<file path="config.mk">
export PLATFORM = sky130hd
export DESIGN_NAME = elevator_car
export DESIGN_NICKNAME = d
export VERILOG_FILES = /design/src/rtl/elevator_car.sv
export SDC_FILE = /design/constraint.sdc
export NUM_CORES = 1
export LEC_CHECK = 0
export ABC_AREA = 1
export CORE_MARGIN = 1.5
export CORE_UTILIZATION = 50
export CTS_CLUSTER_SIZE = 20
export DETAILED_ROUTE_END_ITERATION = 10
export PLACE_DENSITY = 0.76
export SYNTH_ARGS = -nofsm -noshare
export SYNTH_HDL_FRONTEND = slang
export SYNTH_SLANG_ARGS = --single-unit
</file>
<file path="constraint.sdc">
create_clock -name clk -period 1.95 [get_ports clk]
set_input_delay 0.39 -clock clk [delete_from_list [all_inputs] [get_ports clk]]
set_output_delay 0.39 -clock clk [all_outputs]
set_load 0.02 [all_outputs]
</file>
<file path="src/rtl/elevator_car.sv">
// Elevator car: runs one UP/DOWN/SERVE command at a time with timed travel and door cycles.
// Optional `ELEV_CAR_DOOR_REOPEN_EN: door_block holds the doors open while asserted.
module elevator_car #(
  parameter int N_FLOORS      = 4,
  parameter int TRAVEL_CYCLES = 8,
  parameter int DOOR_CYCLES   = 6,
  localparam int F_BITS       = $clog2(N_FLOORS)
) (
  input  logic              clk,
  input  logic              rst,
  input  logic [1:0]        cmd,
  input  logic              cmd_valid,
  output logic              cmd_ready,
  input  logic              door_block,
  output logic [F_BITS-1:0] cur_floor,
  output logic              moving,
  output logic              doors_open,
  output logic              done,
  output logic              fault
);

  localparam int MAX_CYC = (TRAVEL_CYCLES > DOOR_CYCLES) ? TRAVEL_CYCLES : DOOR_CYCLES;
  localparam int CW      = $clog2(MAX_CYC + 1);

  localparam logic [CW-1:0]     TRAVEL_LOAD = CW'(TRAVEL_CYCLES - 1);
  localparam logic [CW-1:0]     DOOR_LOAD   = CW'(DOOR_CYCLES - 1);
  localparam logic [F_BITS-1:0] TOP_FLOOR   = F_BITS'(N_FLOORS - 1);

  typedef enum logic [1:0] {S_IDLE, S_MOVE, S_DOOR, S_FIN} state_e;
  typedef enum logic [1:0] {C_IDLE, C_UP, C_DOWN, C_SERVE} cmd_e;

  state_e            r_state, w_state_nxt;
  logic [CW-1:0]     r_cnt, w_cnt_nxt;
  logic [F_BITS-1:0] r_floor, w_floor_nxt;
  logic              r_dir_up, w_dir_up_nxt;
  logic              w_fault_nxt;
  logic              w_reload;
  logic              r_moving, r_doors_open, r_done, r_fault;

`ifdef ELEV_CAR_DOOR_REOPEN_EN
  assign w_reload = door_block;
`else
  logic w_unused_door_block;
  assign w_unused_door_block = door_block;
  assign w_reload            = 1'b0;
`endif

  always_comb begin
    // NOTE: every signal gets a default first so no path leaves it unassigned (no latch).
    w_state_nxt  = r_state;
    w_cnt_nxt    = r_cnt;
    w_floor_nxt  = r_floor;
    w_dir_up_nxt = r_dir_up;
    w_fault_nxt  = 1'b0;
    unique case (r_state)
      S_IDLE: begin
        if (cmd_valid) begin
          case (cmd)
            C_UP: begin
              w_dir_up_nxt = 1'b1;
              if (r_floor != TOP_FLOOR) begin
                w_state_nxt = S_MOVE;
                w_cnt_nxt   = TRAVEL_LOAD;
              end else begin
                w_state_nxt = S_FIN;
                w_fault_nxt = 1'b1;
              end
            end
            C_DOWN: begin
              w_dir_up_nxt = 1'b0;
              if (r_floor != '0) begin
                w_state_nxt = S_MOVE;
                w_cnt_nxt   = TRAVEL_LOAD;
              end else begin
                w_state_nxt = S_FIN;
                w_fault_nxt = 1'b1;
              end
            end
            C_SERVE: begin
              w_state_nxt = S_DOOR;
              w_cnt_nxt   = DOOR_LOAD;
            end
            default: w_state_nxt = S_FIN;
          endcase
        end
      end
      S_MOVE: begin
        if (r_cnt == '0) begin
          // Moves past the end floors were rejected at accept, so no wrap is possible.
          w_floor_nxt = r_dir_up ? r_floor + F_BITS'(1) : r_floor - F_BITS'(1);
          w_state_nxt = S_FIN;
        end else begin
          w_cnt_nxt = r_cnt - CW'(1);
        end
      end
      S_DOOR: begin
        if (w_reload)          w_cnt_nxt   = DOOR_LOAD;
        else if (r_cnt == '0)  w_state_nxt = S_FIN;
        else                   w_cnt_nxt   = r_cnt - CW'(1);
      end
      default: w_state_nxt = S_IDLE;
    endcase
  end

  always_ff @(posedge clk) begin
    // NOTE: state registers use non-blocking assignments so all update together at the edge.
    if (rst) begin
      r_state      <= S_IDLE;
      r_cnt        <= '0;
      r_floor      <= '0;
      r_dir_up     <= 1'b0;
      r_moving     <= 1'b0;
      r_doors_open <= 1'b0;
      r_done       <= 1'b0;
      r_fault      <= 1'b0;
    end else begin
      r_state      <= w_state_nxt;
      r_cnt        <= w_cnt_nxt;
      r_floor      <= w_floor_nxt;
      r_dir_up     <= w_dir_up_nxt;
      r_moving     <= (w_state_nxt == S_MOVE);
      r_doors_open <= (w_state_nxt == S_DOOR);
      r_done       <= (w_state_nxt == S_FIN);
      r_fault      <= w_fault_nxt;
    end
  end

  assign cmd_ready  = (r_state == S_IDLE) & ~rst;
  assign cur_floor  = r_floor;
  assign moving     = r_moving;
  assign doors_open = r_doors_open;
  assign done       = r_done;
  assign fault      = r_fault;

endmodule

</file>
== Yosys cells after proc, flatten, opt, wreduce, memory -nomap -nowiden ==
Index checks and enable logic that the tools add are counted.
Word-level totals
  register bits after elaboration: 13
  input port bits: 6
Operators by class
  $add $sub $neg: 3
  eq/ne operators: 14
  muxes and demuxes: 17
  bitwise logic cells: 4
  reductions and logical operators: 10
Operators with widths (count)
  two-way mux 4 bit: 4
  one-hot mux 4 bit (3 select lines): 1
  equality test 2 bit (second input constant): 5
  two-way mux 2 bit: 5
  one-hot mux 4 bit (2 select lines): 1
  equality test 2 x 1 -> 1 bit (second input constant): 3
  != test 2 bit (second input constant): 3
  != test 3 bit (second input constant): 2
  one-hot mux 2 bit (3 select lines): 1
  AND reduction 6 bit: 1
  nonzero test 2 bit: 3
  zero test 4 bit: 1
  != test 4 x 1 -> 1 bit (second input constant): 1
  one-hot mux 1 bit (2 select lines): 2
  one-hot mux 2 bit (2 select lines): 1
  subtractor 4 x 1 -> 4 bit (second input constant): 1
  NOT 1 bit: 3
  AND reduction 3 bit: 1
  OR reduction 3 bit: 1
  adder 2 x 1 -> 2 bit (second input constant): 1
  zero test 2 bit: 1
  two-way mux 1 bit: 2
  AND reduction 2 bit: 1
  OR reduction 2 bit: 1
  other kinds (2): 2

== Depth between registers and ports, before layout ==
  depth after elaboration: 6
  depth in mapped cells: 9
  mapped depth without buffers: 9

== Least setup slack after synthesis ==
OpenSTA, ideal clock, no wires.
  path kind: flip-flop to flip-flop
  start: register r_state[0]
  end: register r_moving, in the netlist moving
  arrival: 1294 ps
  data required time: 1885 ps
  path slack: 591 ps
  cell stages (with the launch flop): 8
  clock period less this slack: 1359 ps
  cells stage by stage: dfxtp_1 -> inv_1 -> ha_1 -> a21oi_1 -> o21ai_0 -> a21oi_2 -> inv_1 -> nor2_1
Between the ends
  longest elaborated chain between the ends: 4
  elaborated cells on any way between the ends: 8
RTL lines
  start, declared: RTL line 32  | state_e r_state, w_state_nxt;
  start signal, assigned: RTL line 117  | r_state <= w_state_nxt;
  equality test 2 bit / equality test 2 x 1 -> 1 bit (equally long branches): RTL line 55  | unique case (r_state)
  OR reduction 2 bit (no source line)
  one-hot mux 2 bit (2 select lines) *: RTL line 55
  equality test 2 x 1 -> 1 bit *: RTL line 121  | r_moving <= (w_state_nxt == S_MOVE);
  end signal, assigned: RTL line 121
  end, declared: RTL line 38  | logic r_moving, r_doors_open, r_done, r_fault;
Every way passes the cells marked *; elsewhere a longest branch is shown, timed or not.
A chain may end at the register's enable or synchronous reset.

== Final worst setup path ==
  start: register r_state[0]
  end: output cmd_ready
Between the ends
  longest elaborated chain between the ends: 2
RTL lines
  zero test 2 bit: RTL line 128  | assign cmd_ready = (r_state == S_IDLE) & ~rst;
  AND 1 bit: RTL line 128
  end, declared: RTL line 13  | output logic cmd_ready,
Every way passes these cells.

==> impl_metrics.csv <==
group,metric,value,unit
run_status,outcome,"finished, final reports clean",
final_layout,syn_to_final_growth,23.5,%
critical_path,cp_max_fo,4,
global_routing,antenna_found_initial,0,
logic_synthesis,syn-num-nets,120,
floorplan,die-area,1740,um^2
timing,post-route-period-util,91.3,%
floorplan,fp.dieW,41.7,um
critical_path,crit_type,"reg2out",
pwr,vdd_drop_max,0.845,mV
floorplan,start_util,55.5,%
detailed_routing,first_pass_iters,4,
logic_synthesis,synthesis.yosys.warnings,0,
timing,fin_worst_skew,3.01,ps
cts,path_clk_slew,80,ps
critical_path,reg2reg_depth,7,
detailed_routing,routed_wl,1.45,mm
global_routing,grt_max_degree,8,
timing,setup_viol_count_final,0,
detailed_routing,via_per_inst,4.99,
place,portBuffers,11,
final_layout,final_cell_area,926,um^2
timing,rsz0062_at_grt,"false",
floorplan,io_pins,13,
detailed_routing,ant_nets,0,
floorplan,core-area,1350,um^2
pwr,leakage,0.458,nW
critical_path,regToRegSetupSlack,420,ps
logic_synthesis,synth_area_leaders,"dfxtp_1 (35%), ha_1 (15%), inv_1 (10%)",
timing,report.final.slew_viol_count,0,
logic_synthesis,yosys.area.top_type,"dfxtp_1",
critical_path,worstPathArrival,1390,ps
final_layout,final_cell_mix,"inv_1 (20), nand2_1 (19), dfxtp_1 (13)",
final_layout,num_antenna_cells,0,
logic_synthesis,synth_cells,105,
flow_run,maxCapViolations,0,
detailed_routing,drcViolationCount,0,
min_path,min_from,"r_cnt[3]$_SDFFE_PP0P_",
min_path,min_path_type,"reg2reg",
cts,cts_tree,"yes",
logic_synthesis,yosysSeqAreaShare,34.7,%
cts,clkSinkCount,13,
place,dp_cells,134,
timing,relSlewSlack,85.3,%
final_layout,layout-drive-gt1-share,8.13,%
logic_synthesis,syn_area,749,um^2
timing,worst_slew_pin_slew,220,ps
cts,cts_root_buffer,"clkbuf_4",
critical_path,worstReg2RegStart,"r_state[0]$_SDFF_PP0_",
detailed_routing,drt_iter0_drc,26,
critical_path,r2r_end,"moving$_SDFF_PP0_",
min_path,hold_end,"r_cnt[3]$_SDFFE_PP0P_",
min_path,hold_depth,2,
timing,hold_viol,0,
timing,worst_hold_slack,478,ps
timing,fmax,562,MHz
global_routing,grtUsageTotal,18.1,%
final_layout,final_cells,138,
logic_synthesis,syn_avg_cell_area,7.14,um^2
global_routing,grt_pass1_vias,635,
final_layout,multi_input_area,410,um^2
floorplan,rows,13,
cts,cts_buffer_depth,2,
floorplan,die_y,41.7,um
logic_synthesis,synth_top_area_share,34.7,%
place,dp_hpwl,1.11,mm
cts,htreeDepth,1,
final_layout,seqCellArea,260,um^2
timing,period_needed,1780,ps
place,placed_area,901,um^2
logic_synthesis,synth_seq_cells,13,
final_layout,fillerInstances,118,
critical_path,crit_path_start_kind,"flop",
cts,clock_latency,280,ps
critical_path,required,1560,ps
cts,cts_buffers,3,
detailed_routing,vias,688,
cts,cts.hold.buffers_added,0,
place,gp_congestion,0.897,
final_layout,final_core_util,68.6,%
timing,tns,0,ps
pwr,power_density,1390,nW/um^2
final_layout,nets,139,
logic_synthesis,synthDistinctLibCells,18,
critical_path,endpoint_kind,"primary output",
global_routing,grt_overflow,0,
final_layout,mostFrequentLayoutCell,"inv_1",
detailed_routing,avgRoutedWirePerCell,10.5,um
global_routing,grt_pass1_wl,2.47,mm
synthesized netlist by cell type:
cell type  number
inv_1          20
nand2_1        19
dfxtp_1        13
a21oi_1        10
nand3_1        10
nor2_1         10
ha_1            9
o21ai_0         4
a21oi_2         1
inv_2           1
mux2i_1         1
nand2_2         1
nand4_1         1
nand4_2         1
nor3_1          1
o211ai_1        1
or2_0           1
or2_1           1
metrics by stage:
| stage | power, mW | setup slack (ps) |
|---|---|---|
| 2_1_floorplan | 0.919 | 591 |
| 3_3_place_gp | 1.10 | 4.11 |
| 3_5_place_dp | 1.12 | -15.7 |
| 4_1_cts | 1.28 | 164 |
| 5_1_grt | 1.39 | 74.8 |
| 6_report | 1.28 | 171 |
layout make-up:
cell class | instances | area share, %
multi-input combinational | 71 | 44.3
sequential | 13 | 28.1
timing repair buffer | 14 | 14.2
inverter | 21 | 8.51
clock buffer | 4 | 2.84
tap | 15 | 2.03
cell families after synthesis:
logic type	after synthesis	synth area share, %
muxes	1	1.34
and+or+nand+nor	45	26.9
AOI/OAI and AO/OA	16	11.5
adders and majority gates	9	15.0
DFF	13	34.7
buffers and inverters	21	10.5
worst max path at each step:
stage / startpoint / end / slack [ps] / cells after the start
floorplan: r_state[0]$_SDFF_PP0_ / moving$_SDFF_PP0_ / 590 / 7
global placement: rst / cmd_ready / 4 / 3
detailed placement: cmd[1] / r_cnt[2]$_SDFFE_PP0P_ / -20 / 10
CTS: r_state[0]$_SDFF_PP0_ / cmd_ready / 160 / 5
global route: r_state[1]$_SDFF_PP0_ / cmd_ready / 70 / 5
finish: r_state[0]$_SDFF_PP0_ / cmd_ready / 170 / 5
metal layers:
metal | routed length (um) | GRT usage [%] | share of wire [%] | vias up
li1 | - | - | - | 369
met3 | 57 | 5.22 | 3.9 | 2
met4 | 8 | 5.81 | 0.55 | 0
met5 | 0 | 0 | 0 | -
met1 | 720 | 21.4 | 50 | 301
met2 | 662 | 31.3 | 46 | 16
worst max-delay path, stage by stage, from the launching register on:
cell and delay (ps):
dfxtp_1 370, inv_1 70, ha_1 240, inv_1 80, nor2_1 40, dlygate4sd2_1 310
what timing repair did:
action                                  4_1_cts  5_1_grt
hold endpoints to repair                      0        0
setup buffers                                 0        0
endpoints found under the setup margin        1        0
gates resized for setup                       1        0
power breakdown:
part	internal, mW	switching [mW]	total, mW	leakage (nW)
registers	0.353	0.0542	0.407	0.107
logic	0.280	0.427	0.707	0.337
clock network	0.0794	0.0910	0.170	0.0150
total	0.712	0.573	1.28	0.458
registers in the layout, indices dropped and copies added, names as in the netlist:
name / count
r_dir_up: 1
done: 1
r_cnt: 4
cur_floor: 2
r_state: 2
moving: 1
doors_open: 1
fault: 1
(Power assumes the default switching activity.)
